## src/rtl/pmu_pkg.sv

```systemverilog
// Shared constants and types for the Lagarto PMU controller: register map,
// access FSM states and the CTRL freeze bit position.
package pmu_pkg;

  // Register map (6-bit address space)
  localparam logic [5:0] PMU_CNT_BASE = 6'h00;
  localparam logic [5:0] PMU_SEL_BASE = 6'h10;
  localparam logic [5:0] PMU_CTRL     = 6'h20;
  localparam logic [5:0] PMU_OVF      = 6'h21;
  localparam logic [5:0] PMU_MASK     = 6'h22;

  // CTRL bit that stops every counter regardless of its enable
  localparam int PMU_FREEZE_BIT = 63;

  // Width of an event selector field
  localparam int PMU_SEL_WIDTH = 5;

  // Register access FSM: accept a request, then hold the response
  typedef enum logic {
    IDLE = 1'b0,
    RESP = 1'b1
  } pmu_fsm_e;

endpackage

```

## src/rtl/lagarto_pmu_counter.sv

```systemverilog
// One programmable PMU counter. Software writes take priority over a
// same-cycle increment, and an increment from all-ones wraps to zero while
// raising a single-cycle overflow pulse.
module lagarto_pmu_counter
  import pmu_pkg::*;
#(
  parameter int CNT_WIDTH = 64
) (
  input  logic                 clk_i,
  input  logic                 rst_i,
  input  logic                 inc_i,
  input  logic                 we_i,
  input  logic [CNT_WIDTH-1:0] wdata_i,
  output logic [CNT_WIDTH-1:0] count_o,
  output logic                 ovf_o
);

  logic [CNT_WIDTH-1:0] count_q;
  logic [CNT_WIDTH-1:0] count_d;

  // Write beats increment; overflow only reported for a real wrap-around
  always_comb begin
    count_d = count_q;
    ovf_o   = 1'b0;
    if (we_i) begin
      count_d = wdata_i;
    end else if (inc_i) begin
      count_d = count_q + CNT_WIDTH'(1);
      ovf_o   = &count_q;
    end
  end

  // Count register with synchronous reset
  always_ff @(posedge clk_i) begin
    if (rst_i) begin
      count_q <= '0;
    end else begin
      count_q <= count_d;
    end
  end

  assign count_o = count_q;

endmodule

```

## src/rtl/lagarto_pmu_ctrl.sv

```systemverilog
// Lagarto tile performance-monitor controller. Registers the event vector,
// routes selected events to a bank of counters and serves a
// single-outstanding register request/response port.
// Optional feature macro: LAGARTO_PMU_OVF_IRQ_EN enables the OVF status and
// MASK registers and a functional irq_o; without it those addresses read 0
// and irq_o stays low.
module lagarto_pmu_ctrl
  import pmu_pkg::*;
#(
  parameter int NUM_EVENTS   = 25,
  parameter int NUM_COUNTERS = 8,
  parameter int CNT_WIDTH    = 64
) (
  input  logic                  clk_i,
  input  logic                  rst_i,
  input  logic [NUM_EVENTS-1:0] pmu_sig_i,
  input  logic                  req_valid_i,
  output logic                  req_ready_o,
  input  logic                  req_we_i,
  input  logic [5:0]            req_addr_i,
  input  logic [63:0]           req_wdata_i,
  output logic                  rsp_valid_o,
  input  logic                  rsp_ready_i,
  output logic [63:0]           rsp_rdata_o,
  output logic                  rsp_err_o,
  output logic                  irq_o
);

  logic [NUM_EVENTS-1:0]    sig_q;
  logic [PMU_SEL_WIDTH-1:0] sel_q [NUM_COUNTERS];
  logic [PMU_SEL_WIDTH-1:0] sel_d [NUM_COUNTERS];
  logic [NUM_COUNTERS-1:0]  enable_q, enable_d;
  logic                     freeze_q, freeze_d;

  pmu_fsm_e    state_q, state_d;
  logic [63:0] rspData_q, rspData_d;
  logic        rspErr_q, rspErr_d;

  logic [CNT_WIDTH-1:0]    cntVal [NUM_COUNTERS];
  logic [NUM_COUNTERS-1:0] cntWe;
  logic [NUM_COUNTERS-1:0] cntInc;
  logic [NUM_COUNTERS-1:0] evHit;
  logic [NUM_COUNTERS-1:0] ovfPulse;

  logic        reqFire;
  logic        regWe;
  logic [3:0]  addrIdx;
  logic        idxOk;
  logic        isCnt, isSel, isCtrl, isOvf, isMask;
  logic [63:0] cntRead, selRead, ctrlRead, ovfRead, maskRead;
  logic [63:0] rdData;
  logic        decErr;

  assign reqFire = req_valid_i && req_ready_o;
  assign regWe   = reqFire && req_we_i;
  assign addrIdx = req_addr_i[3:0];
  assign idxOk   = int'(addrIdx) < NUM_COUNTERS;
  assign isCnt   = (req_addr_i[5:4] == PMU_CNT_BASE[5:4]) && idxOk;
  assign isSel   = (req_addr_i[5:4] == PMU_SEL_BASE[5:4]) && idxOk;
  assign isCtrl  = (req_addr_i == PMU_CTRL);
  assign isOvf   = (req_addr_i == PMU_OVF);
  assign isMask  = (req_addr_i == PMU_MASK);

  // Event vector is registered once so counting sees a clean copy
  always_ff @(posedge clk_i) begin
    if (rst_i) begin
      sig_q <= '0;
    end else begin
      sig_q <= pmu_sig_i;
    end
  end

  // Pick each counter's event; out-of-range selectors never match
  always_comb begin
    evHit = '0;
    for (int i = 0; i < NUM_COUNTERS; i++) begin
      for (int e = 0; e < NUM_EVENTS; e++) begin
        if (sel_q[i] == PMU_SEL_WIDTH'(e)) begin
          evHit[i] = sig_q[e];
        end
      end
      cntInc[i] = enable_q[i] && !freeze_q && evHit[i];
      cntWe[i]  = regWe && isCnt && (addrIdx == 4'(i));
    end
  end

  for (genvar g = 0; g < NUM_COUNTERS; g++) begin : gen_cnt
    lagarto_pmu_counter #(
      .CNT_WIDTH(CNT_WIDTH)
    ) u_cnt (
      .clk_i  (clk_i),
      .rst_i  (rst_i),
      .inc_i  (cntInc[g]),
      .we_i   (cntWe[g]),
      .wdata_i(req_wdata_i[CNT_WIDTH-1:0]),
      .count_o(cntVal[g]),
      .ovf_o  (ovfPulse[g])
    );
  end

  // Software updates of selectors and CTRL; they take effect next cycle
  always_comb begin
    enable_d = enable_q;
    freeze_d = freeze_q;
    for (int i = 0; i < NUM_COUNTERS; i++) begin
      sel_d[i] = sel_q[i];
      if (regWe && isSel && (addrIdx == 4'(i))) begin
        sel_d[i] = req_wdata_i[PMU_SEL_WIDTH-1:0];
      end
    end
    if (regWe && isCtrl) begin
      enable_d = req_wdata_i[NUM_COUNTERS-1:0];
      freeze_d = req_wdata_i[PMU_FREEZE_BIT];
    end
  end

  // Selector and CTRL registers
  always_ff @(posedge clk_i) begin
    if (rst_i) begin
      enable_q <= '0;
      freeze_q <= 1'b0;
      for (int i = 0; i < NUM_COUNTERS; i++) begin
        sel_q[i] <= '0;
      end
    end else begin
      enable_q <= enable_d;
      freeze_q <= freeze_d;
      for (int i = 0; i < NUM_COUNTERS; i++) begin
        sel_q[i] <= sel_d[i];
      end
    end
  end

`ifdef LAGARTO_PMU_OVF_IRQ_EN
  logic [NUM_COUNTERS-1:0] ovf_q, ovf_d;
  logic [NUM_COUNTERS-1:0] mask_q, mask_d;
  logic [NUM_COUNTERS-1:0] ovfClr;
  logic                    irq_q;

  // W1C clears first, so a same-cycle overflow still leaves the bit set
  always_comb begin
    ovfClr = (regWe && isOvf) ? req_wdata_i[NUM_COUNTERS-1:0] : '0;
    ovf_d  = (ovf_q & ~ovfClr) | ovfPulse;
    mask_d = (regWe && isMask) ? req_wdata_i[NUM_COUNTERS-1:0] : mask_q;
  end

  // Overflow status, mask and the registered interrupt level
  always_ff @(posedge clk_i) begin
    if (rst_i) begin
      ovf_q  <= '0;
      mask_q <= '0;
      irq_q  <= 1'b0;
    end else begin
      ovf_q  <= ovf_d;
      mask_q <= mask_d;
      irq_q  <= |(ovf_q & mask_q);
    end
  end

  // Zero-extended views of the overflow registers for the read mux
  always_comb begin
    ovfRead                   = '0;
    maskRead                  = '0;
    ovfRead[NUM_COUNTERS-1:0]  = ovf_q;
    maskRead[NUM_COUNTERS-1:0] = mask_q;
  end

  assign irq_o = irq_q;
`else
  logic unusedOvf;

  assign unusedOvf = ^ovfPulse;
  assign ovfRead   = '0;
  assign maskRead  = '0;
  assign irq_o     = 1'b0;
`endif

  // Indexed read views: counter value before this cycle's increment
  always_comb begin
    cntRead  = '0;
    selRead  = '0;
    ctrlRead = '0;
    for (int i = 0; i < NUM_COUNTERS; i++) begin
      if (addrIdx == 4'(i)) begin
        cntRead[CNT_WIDTH-1:0]     = cntVal[i];
        selRead[PMU_SEL_WIDTH-1:0] = sel_q[i];
      end
    end
    ctrlRead[NUM_COUNTERS-1:0] = enable_q;
    ctrlRead[PMU_FREEZE_BIT]   = freeze_q;
  end

  // Address decode into read data and the unmapped-address flag
  always_comb begin
    rdData = '0;
    decErr = 1'b0;
    if (isCnt) begin
      rdData = cntRead;
    end else if (isSel) begin
      rdData = selRead;
    end else if (isCtrl) begin
      rdData = ctrlRead;
    end else if (isOvf) begin
      rdData = ovfRead;
    end else if (isMask) begin
      rdData = maskRead;
    end else begin
      decErr = 1'b1;
    end
  end

  // Access FSM state register
  always_ff @(posedge clk_i) begin
    if (rst_i) begin
      state_q <= IDLE;
    end else begin
      state_q <= state_d;
    end
  end

  // Access FSM next state: one accepted request, then wait for consume
  always_comb begin
    state_d = state_q;
    case (state_q)
      IDLE:    if (req_valid_i) state_d = RESP;
      RESP:    if (rsp_ready_i) state_d = IDLE;
      default: state_d = IDLE;
    endcase
  end

  // Access FSM outputs
  always_comb begin
    req_ready_o = (state_q == IDLE);
    rsp_valid_o = (state_q == RESP);
  end

  // Capture response at acceptance so it stays stable under backpressure
  always_comb begin
    rspData_d = rspData_q;
    rspErr_d  = rspErr_q;
    if (reqFire) begin
      rspData_d = req_we_i ? 64'd0 : rdData;
      rspErr_d  = decErr;
    end
  end

  // Response registers; reset drops any pending response
  always_ff @(posedge clk_i) begin
    if (rst_i) begin
      rspData_q <= '0;
      rspErr_q  <= 1'b0;
    end else begin
      rspData_q <= rspData_d;
      rspErr_q  <= rspErr_d;
    end
  end

  assign rsp_rdata_o = rspData_q;
  assign rsp_err_o   = rspErr_q;

endmodule

```

## config.mk

```make
export PLATFORM = sky130hd
export DESIGN_NAME = lagarto_pmu_ctrl
export DESIGN_NICKNAME = d
export VERILOG_FILES = /design/src/rtl/pmu_pkg.sv /design/src/rtl/lagarto_pmu_counter.sv /design/src/rtl/lagarto_pmu_ctrl.sv
export SDC_FILE = /design/constraint.sdc
export NUM_CORES = 2
export LEC_CHECK = 0
export CAP_MARGIN = 25
export CORE_ASPECT_RATIO = 0.9
export CORE_MARGIN = 4
export CORE_UTILIZATION = 55
export CTS_CLUSTER_DIAMETER = 120
export DETAILED_ROUTE_END_ITERATION = 7
export PLACE_DENSITY = 0.71
export REMOVE_ABC_BUFFERS = 1
export SYNTH_ARGS = -nofsm -noshare
export SYNTH_HDL_FRONTEND = slang
export SYNTH_HIERARCHICAL = 1
export SYNTH_SLANG_ARGS = --single-unit
```

## constraint.sdc

```tcl
create_clock -name clk_i -period 7.7 [get_ports clk_i]
set_input_delay 1.155 -clock clk_i [delete_from_list [all_inputs] [get_ports clk_i]]
set_output_delay 1.155 -clock clk_i [all_outputs]
set_load 0.03 [all_outputs]
```

---- After elaboration in Yosys (flattened, before gate mapping) ----
Memory sizes are Yosys's and may differ from the RTL's.
Index checks and enable logic that the tools add are counted.
word-level totals
  register bits after elaboration ......... 612
  memory bits (writable) .................. 40
  input port bits ......................... 100
  output and inout bits ................... 68
  logic and storage cells ................. 557
  memories ................................ 1
memory list
  memory  depth  width  read ports  clocked after memory_dff  wr ports  line                    source
  sel_q   8      5      8           0                         8         lagarto_pmu_ctrl.sv:30  logic [PMU_SEL_WIDTH-1:0] sel_q [NUM_COUNTERS];
operators by class
  $add $sub $neg .......................... 8
  magnitude comparators ................... 1
  equal/unequal tests ..................... 203
  multiplexer cells ....................... 263
  bitwise logic cells ..................... 9
  reduce and logical (&&, ||, !) cells .... 58
operator list
  operator                                       count
  two-way mux 64 bit                             28
  adder 64 x 1 -> 64 bit, second input constant  8
  == test 5 bit, second input constant           72
  == test 5 x 4 -> 1 bit, second input constant  64
  two-way mux 1 bit                              210
  == test 5 x 3 -> 1 bit, second input constant  32
  two-way mux 5 bit                              24
  == test 5 x 2 -> 1 bit, second input constant  16
  == test 5 x 1 -> 1 bit, second input constant  8
  zero test 5 bit                                8
  logical AND 1 bit                              39
  == test 6 bit, second input constant           3
  == test 4 x 3 -> 1 bit, second input constant  4
  nonzero test 2 bit                             8
  == test 4 x 2 -> 1 bit, second input constant  2
  bitwise OR 1 bit                               8
  == test 4 x 1 -> 1 bit, second input constant  1
  zero test 4 bit                                1
  < comparator 4 bit, second input constant      1
  == test 2 x 1 -> 1 bit, second input constant  1
  zero test 2 bit                                1
  case mux 1 bit (2 select lines)                1
  zero test 1 bit                                1
  NOT 1 bit                                      1

---- Longest topological paths before layout ----
An unclocked memory read counts as a cell.
  word-level depth ........................ 30
  depth in mapped cells ................... 16
  mapped depth without buffers ............ 11

---- Hierarchy ----
The synthesis kept the hierarchy.
modules (own cells, without submodules)
  module               times used  cells an instance  area an instance (um^2)  sequential area each (um^2)
  lagarto_pmu_counter  8           471                3732.3                   1281.2
  lagarto_pmu_ctrl     1           1479               11613.6                  2802.7

---- Least setup slack after synthesis ----
Ideal clock, no wire load.
  path type ............................... reg2reg
  start point ............................. memory sel_q[2][1], in the netlist sel_q[1][1]
  end point ............................... register gen_cnt[2].u_cnt.count_q[49]
  library setup time ...................... 0.127 ns
  data arrival time ....................... 3.645 ns
  data required time ...................... 7.573 ns
  setup slack ............................. 3.928 ns
  cell stages (with the launch flop) ...... 15
  buffers on the path ..................... 4
  period minus slack after synthesis ...... 3.772 ns
  cells stage by stage .................... dfxtp_1 clkbuf_1 buf_1 nor3_1 and4_1 nor4b_1 o21ai_0 nor2_1 clkbuf_1 nand3_1 or4_1 clkbuf_1 nor4_2 a2111oi_0 or3_1
RTL lines
  what                  line                       source
  from (decl)           lagarto_pmu_ctrl.sv:30
  to (signal assigned)  lagarto_pmu_counter.sv:38  count_q <= count_d;
  to (decl)             lagarto_pmu_counter.sv:18  logic [CNT_WIDTH-1:0] count_q;

==> key figures <==
Synth
  • Syn Area/Cell: 7.92 um2
  • Synthesized instance count: 5215
  • Mapped cell area: 0.0413 mm2
  • Synthesis Warnings: 6

Clock tree
  • Clk Latency, worst-skew pair: 640 ps
  • Clock Tree Buf Depth: 3
  • Resized Gates After CTS: 0
  • CTS root buf: clkbuf_16
  • Hold_buf cts: 0
  • H-tree Lvls: 3
  • Clk sinks: 652
  • CTS tree: yes
  • CTS clk-pin slew, worst paths: 60 ps
  • Num CTS Buffers: 74
  • Setup Fix Bufs, Post-CTS: 0

Placement
  • Routability congestion estimate: 0.976
  • Port bufs: 166
  • DP HPWL: 109 mm
  • Pre-CTS WS: 2190 ps

Die
  • Core footprint: 0.0745 mm2
  • FP Rows: 95
  • Starting Density: 55.4%
  • Horiz. Die Dim: 297 um
  • I/O Pins: 168
  • Die Ht: 268 um
  • Die area: 0.0795 mm2

Timing
  • Final worst path period share: 68.0%
  • Minimum clock period: 5240 ps
  • Fmax: 191 MHz
  • Tightest Pin Transition: 1170 ps
  • Endpoints failing hold: 0
  • Setup Skew: 23.7 ps
  • Final setup viols: 0
  • Slew HR: 21.5%
  • RSZ-0062 raised after global routing: no
  • Setup TNS Final: 0 ps
  • Final setup margin: 2460 ps
  • Hold slack: 483 ps
  • Final slew viol count: 0

Finish
  • Fraction of layout cells with a size suffix above 1: 6.47%
  • Most frequent cells in the layout: nor2_1 (672), dfxtp_1 (652), nand2_1 (396)
  • Area delta synth->final: 10.3%
  • Filler Cell Count: 6698
  • Antenna diodes: 0
  • Commonest non-fill, non-tap cell in the layout: nor2_1
  • Final #Nets: 5188

Pwr
  • Peak VDD IR: 0.171 mV
  • Power Dens Cells: 166 mW/mm2
  • Total Power: 7.54 mW
  • Leak: 13.4 nW

Route
  • DRT Wirelength: 158 mm
  • Vias: 42900
  • Drt drc: 0
  • Antenna-violating nets left: 0
  • DR WL/cell: 25.9 um
  • Pre-antenna DRT Iters: 7
  • DR iter-0 viols: 6176
  • Number of vias per cell: 7.03

Global route
  • Number of global-route vias before repair: 37700
  • Initial antenna violation count: 1
  • Largest net degree at the start of global routing: 185
  • Total track usage: 37.7%
  • Grt ovf: 0
  • First-pass GRT wire length: 236 mm

Critical path
  • Data arrival time of the worst path: 5780 ps
  • Max incr delay on CP: 980 ps
  • Critical Path Source: sel_q[1][6]
  • Reg-to-reg critical path startpoint: sel_q[1][6]
  • CP Cell Sequence: mux2_2 > mux4_2 > a311oi_1 > a311oi_1 > o21ai_0 > a31oi_1 > buf_4 > nand2_1 > or4_1 > or4_4 > or4_1 > a311oi_1
  • CP dominant cell by count: a311oi_1
  • Path type of the worst setup path: reg -> reg
  • Data required, critical path: 8240 ps
  • Crit path launch type: register
  • Critical path capture point: gen_cnt[3].u_cnt/count_o[60]
  • Crit Path Max Fanout: 22
  • Reg2Reg Depth: 12
  • Reg2Reg Setup Slack: 2460 ps
  • CP max stage cell: or4_1
  • RR Endpoint: gen_cnt[3].u_cnt/count_o[60]
  • Crit. End Element: register

Run
  • Max-cap violations: 0

Status
  • Status: finished, final reports clean

Worst hold path
  • Worst Hold Class: reg -> reg
  • Hold path cells: 2
-- power by group --
group	total [mW]	internal (mW)	leakage, nW	switching [mW]
clock network	3.74	2.18	1.23	1.56
registers	3.43	3.39	5.26	0.0395
logic	0.380	0.117	6.89	0.263
total	7.54	5.68	13.4	1.86
-- state kept, by name, summed over array words and instances, names as in the netlist --
signal / cells
sig_q: 25
freeze_q: 1
rsp_valid_o: 1
rsp_err_o: 1
gen_cnt.u_cnt/count_o: 512
enable_q: 8
sel_q: 40
rsp_rdata_o: 64
-- how the worst min path moves through the flow --
stage | start | end
after floorplan | gen_cnt[2].u_cnt/count_o[62] | gen_cnt[2].u_cnt/count_o[62]
after global placement | rsp_rdata_o[41] | rsp_rdata_o[41]
after detailed placement | rsp_rdata_o[47] | rsp_rdata_o[47]
after CTS | rsp_rdata_o[47] | rsp_rdata_o[47]
after global routing | rsp_rdata_o[47] | rsp_rdata_o[47]
final | rsp_rdata_o[47] | rsp_rdata_o[47]
-- layer usage --
metal	vias to the layer above	global-route usage, %	routed length [um]
met5	-	0	0
met4	0	21.3	10400
met3	522	7.04	17500
met2	2735	56.2	66900
met1	20300	51.8	63600
li1	19400	-	-
-- final cells by class --
cell class / instances / area [um2] / area share (%)
clock buffers: 106 / 2140 / 4.69
flip-flops and latches: 652 / 13100 / 28.7
well taps: 970 / 1210 / 2.66
clock inverters: 25 / 357 / 0.783
repair buffers: 232 / 2220 / 4.87
multi-input cells: 3965 / 26000 / 57.0
inverters: 155 / 592 / 1.30
-- through the flow --
stage          utilization [%]  cells  instance area (um2)
2_1_floorplan                -   4772                39500
3_3_place_gp              57.6   5962                42900
3_5_place_dp              57.7   5969                43000
4_1_cts                   61.1   6100                45500
5_1_grt                   61.1   6105                45500
6_report                  61.1   6105                45500
-- critical path, delay by kind of cell (launching register included) --
kind | cells | cell delay (ps)
buffers and inverters | 1 | 270
AND/OR/NAND/NOR | 4 | 2510
flip-flops | 1 | 810
AO/OA/AOI/OAI | 5 | 1000
multiplexers | 2 | 510
Note: power is estimated with default switching activity, not from simulation.
